$ cat src/rtl/bnn_frame_feeder.sv
// Buffers NUM_FRAMES binarized feature rows, then streams KERNEL_W-bit sliding windows
// (row-major, STRIDE apart) to the binary conv stage over a valid/ready handshake.
module bnn_frame_feeder #(
    parameter int FEAT_W     = 20,
    parameter int NUM_FRAMES = 6,
    parameter int KERNEL_W   = 5,
    parameter int STRIDE     = 3
) (
    input  logic                clk,
    input  logic                rst,
    input  logic [FEAT_W-1:0]   in_data,
    input  logic                in_valid,
    output logic                in_ready,
    output logic [KERNEL_W-1:0] win_data,
    output logic                win_valid,
    input  logic                win_ready,
    output logic                win_last,
    output logic                dbg_state_o
);
    // Handshakes: a transfer happens on a rising edge where valid && ready are both high;
    // the producer holds data stable while valid is high and ready is low.
    localparam int NPOS = (FEAT_W - KERNEL_W) / STRIDE + 1;
    localparam int RW   = (NUM_FRAMES > 1) ? $clog2(NUM_FRAMES) : 1;
    localparam int PW   = (NPOS > 1) ? $clog2(NPOS) : 1;
    localparam bit SINGLE_WINDOW = (NUM_FRAMES == 1) && (NPOS == 1);

    typedef enum logic {
        FILL   = 1'b0,
        STREAM = 1'b1
    } state_t;

    state_t                state_q;
    logic [RW-1:0]         row_q, row_d;
    logic [PW-1:0]         pos_q, pos_d;
    logic [KERNEL_W-1:0]   win_data_q, next_win;
    logic                  win_valid_q, win_last_q, next_last;
    logic [FEAT_W-1:0]     buf_q [NUM_FRAMES];
    logic [FEAT_W-1:0]     first_src;
    logic                  fill_fire, last_row, last_pos;

    function automatic logic [KERNEL_W-1:0] win_slice(input logic [FEAT_W-1:0] row,
                                                      input logic [PW-1:0]     p);
        logic [FEAT_W-1:0] sh;
        sh = row >> (int'(p) * STRIDE);
        return sh[KERNEL_W-1:0];
    endfunction

    assign in_ready    = (state_q == FILL) && !rst;
    assign fill_fire   = in_valid && in_ready;
    assign win_data    = win_data_q;
    assign win_valid   = win_valid_q;
    assign win_last    = win_last_q;
    assign dbg_state_o = state_q;

    assign last_row = (row_q == RW'(NUM_FRAMES - 1));
    assign last_pos = (pos_q == PW'(NPOS - 1));
    // With a single-row block the first window comes straight from the row being accepted.
    assign first_src = (row_q == '0) ? in_data : buf_q[0];

    always_comb begin
        pos_d = pos_q + PW'(1);
        row_d = row_q;
        if (last_pos) begin
            pos_d = '0;
            row_d = last_row ? '0 : row_q + RW'(1);
        end
        next_win  = win_slice(buf_q[row_d], pos_d);
        next_last = (row_d == RW'(NUM_FRAMES - 1)) && (pos_d == PW'(NPOS - 1));
    end

    // Row storage carries no reset; its contents only matter once a block is complete.
    always_ff @(posedge clk) begin
        if (fill_fire) begin
            buf_q[row_q] <= in_data;
        end
    end

    always_ff @(posedge clk) begin
        if (rst) begin
            state_q     <= FILL;
            row_q       <= '0;
            pos_q       <= '0;
            win_data_q  <= '0;
            win_valid_q <= 1'b0;
            win_last_q  <= 1'b0;
        end else begin
            case (state_q)
                FILL: begin
                    if (fill_fire) begin
                        if (last_row) begin
                            state_q     <= STREAM;
                            row_q       <= '0;
                            pos_q       <= '0;
                            win_data_q  <= win_slice(first_src, '0);
                            win_valid_q <= 1'b1;
                            win_last_q  <= SINGLE_WINDOW;
                        end else begin
                            row_q <= row_q + RW'(1);
                        end
                    end
                end
                STREAM: begin
                    if (win_ready) begin
                        if (win_last_q) begin
                            state_q     <= FILL;
                            row_q       <= '0;
                            pos_q       <= '0;
                            win_valid_q <= 1'b0;
                            win_last_q  <= 1'b0;
                        end else begin
                            row_q      <= row_d;
                            pos_q      <= pos_d;
                            win_data_q <= next_win;
                            win_last_q <= next_last;
                        end
                    end
                end
                default: state_q <= FILL;
            endcase
        end
    end
endmodule

$ cat config.mk
export PLATFORM = sky130hd
export DESIGN_NAME = bnn_frame_feeder
export DESIGN_NICKNAME = d
export VERILOG_FILES = /design/src/rtl/bnn_frame_feeder.sv
export SDC_FILE = /design/constraint.sdc
export NUM_CORES = 1
export LEC_CHECK = 0
export ABC_AREA = 1
export CAP_MARGIN = 0
export CORE_MARGIN = 2
export CORE_UTILIZATION = 35
export CTS_BUF_LIST = sky130_fd_sc_hd__clkbuf_16
export DETAILED_ROUTE_END_ITERATION = 6
export PLACE_DENSITY = 0.48
export SLEW_MARGIN = 20
export SYNTH_ARGS = -nofsm -noshare
export SYNTH_HDL_FRONTEND = slang
export SYNTH_SLANG_ARGS = --single-unit
$ cat constraint.sdc
create_clock -name clk -period 6.5 [get_ports clk]
set_input_delay 1.3 -clock clk [delete_from_list [all_inputs] [get_ports clk]]
set_output_delay 1.3 -clock clk [all_outputs]
set_load 0.01 [all_outputs]
==> impl_results.md <==
* Yosys cell types at 29
* Async SR Flop Fraction at 0%
* Post-CTS Setup Bufs at 0
* RSZ-0062 raised after global routing: false
* Yosys Warn Count at 0
* GRT Total Usage at between 15 and 20%
* Die span in x at around 140 um
* # DRC at 0
* Final setup vio count at 0
* VDD IR max at 181 uV
* Hold Slack at 492 ps
* Pwr Density at approximately 280 mW/mm^2
* Period utilisation layout at about three fifths
* DR pass1 iterations at 4
* # H-tree levels at 4
* Synth Flop Type: edfxtp_1
* Initial antenna violation count at 0
* Io pins at 33
* Gr ovfl total at 0
* Die area at ~0.019 mm^2
* Final wirelength at ~16,000 um
* Worst-Margin Slew at 929 ps
* CTS Hold Bufs at 0
* Worst setup SP type: input port
* Sequential fraction of the synthesis area at 61.4%
* Mapped Area at 0.00632 mm^2
* Leak Pwr at between 2 and 3 nW
* # rows at 49
* Post-synth top area cell: edfxtp_1
* Number of diodes at 0
* Setup Crit Path Kind: in2out
* Vias in the first global route at 4,648
* Final worst path period need at 3900 ps
* Final net count at 731
* Antenna Violating Nets Remaining at 0
* R2R depth at 12
* Hold Path Depth at 2
* Tot Pwr at 2.09 mW
* Number of CTS-inserted buffers at 17
* Via count at 4,810
* First-pass GRT wire length at 25,900 um
* CTS tree: built
* MaxCap Viol Count at 0
* Vias per cell at around 5.1
* Die extent in y at 138 um
* Commonest non-fill, non-tap cell in the layout: nand2_1
* Achievable Freq at 0.256 GHz
* Post-synth EDFFs at 120
* Core area at 0.0178 mm^2
* Placed insts at between 900 and 1,000
* Worst Skew at 13.5 ps
* Status: complete, no violations
* Clock Sinks at 134
* DR iter-0 viols at 328
* Slew margin rel. at 38.0%
* Max Root-Sink Buffers at 2
* Starting Density at 35.5%
* Core Util, Final at about two fifths
* Port bufs at 32
* CTS resizes at 0
* Highest fanout seen on the critical path at 9
* Worst endpoint data arrival time at 2600 ps
* Clock-pin slew on the worst setup and hold paths at ~60 ps
* Setup_tns at 0 ps
* Commonest cells after routing, fill and taps aside: 176 x nand2_1, 134 x nand3_1, 120 x edfxtp_1, 57 x nor2_1, 48 x inv_1
* #FFs+latches synth at 134
* Worst setup EP type: output pin
* Gpl congestion at roughly 0.9
* Syn Nets at 701
* Hold crit path type: reg2reg
* Fin. max-slew vios at 0
* Req. time, crit path at 5200 ps
* CTS Root Cell: clkbuf_16
* Routed WL per cell at between 15 and 20 um
* Final hold viol count at 0
* Yosys top cell area share at between 50% and 60%
* Top cells by area, synth: edfxtp_1 57%, nand3_1 11%, nand2_1 11%
* Avg Cell Area, Syn at 9.41 um^2
* Largest net degree at the start of global routing at 63
* Fillers at 1,738
* Area grow syn2layout at 17.5%
* DP Wirelength at 9940 um
* Worst-Skew Late Latency at between 400 and 500 ps
* Share of post-route cells with drive strength above 1 at about 7.4%
* Fin cells at 944
* Cells after Synth at 672
## worst max-delay path, stage by stage
cell	delay [ps]
clkdlybuf4s50_1	560
nor2_1	180
clkdlybuf4s50_1	560
## where the power goes
part	total (mW)	switching (mW)	internal [mW]
registers	0.963	0.00756	0.955
clock network	0.918	0.361	0.557
logic	0.207	0.141	0.0661
## synth_stat cells (2+ instances only)
cell      instances
nand2_1         177
nand3_1         134
edfxtp_1        120
nor2_1           60
inv_1            47
o21ai_1          21
buf_2            17
o21ai_0          17
a21oi_1          16
dfxtp_1          14
clkbuf_1         10
o211ai_1          6
a31oi_1           4
ha_1              4
inv_2             4
buf_6             3
nand4_1           3
nor3_1            3
a211oi_1          2
## registers in the layout, summed over array words and instances (netlist names)
register     cells
row_q            3
win_data         5
win_valid        1
buf_q          120
pos_q            3
win_last         1
dbg_state_o      1
## logic make-up (layout without fill, tap and decap cells)
| group | count (synthesis) | count (layout) | share of synthesized area [%] |
|---|---|---|---|
| buffers and inverters | 83 | 126 | 5.68 |
| AOI/OAI and AO/OA | 68 | 68 | 5.90 |
| DFF | 134 | 134 | 61.4 |
| and+or+nand+nor | 381 | 381 | 25.7 |
| adders and majority gates | 5 | 5 | 1.11 |
| xor gates and xnor gates | 1 | 1 | 0.257 |
## through the flow
step	worst slack (ps)	instance area, um^2
after CTS	2590	7430
final	2600	7430
after global routing	2370	7430
after global placement	2610	6870
after detailed placement	2590	6870
after floorplan	2220	6320
## per-layer routing
metal | GRT usage [%] | vias up | part of all wire, %
met4 | 6.66 | 0 | 2.9
met1 | 22.8 | 2284 | 45
met2 | 28.3 | 131 | 47
met3 | 4.50 | 28 | 5.4
met5 | 0 | - | 0
li1 | - | 2367 | -
## final cells by class
| type | count | area [um^2] | share of cell area [%] |
|---|---|---|---|
| clock buffers | 17 | 425 | 5.72 |
| clock inverters | 15 | 139 | 1.87 |
| inverters | 52 | 195 | 2.63 |
| multi-input cells | 455 | 2110 | 28.4 |
| flip-flops and latches | 134 | 3880 | 52.2 |
| well taps | 229 | 287 | 3.85 |
| repair buffers | 42 | 395 | 5.32 |
## worst paths after layout
path	startpoint	endpoint	slack, ps
setup / recovery	rst	in_ready	2600
hold / removal	win_data[2]	win_data[2]	490
setup reg to reg	pos_q[0]	win_data[2]	2770
hold reg to reg	win_data[2]	win_data[2]	490
No activity file was read; power rests on OpenSTA's default activity.
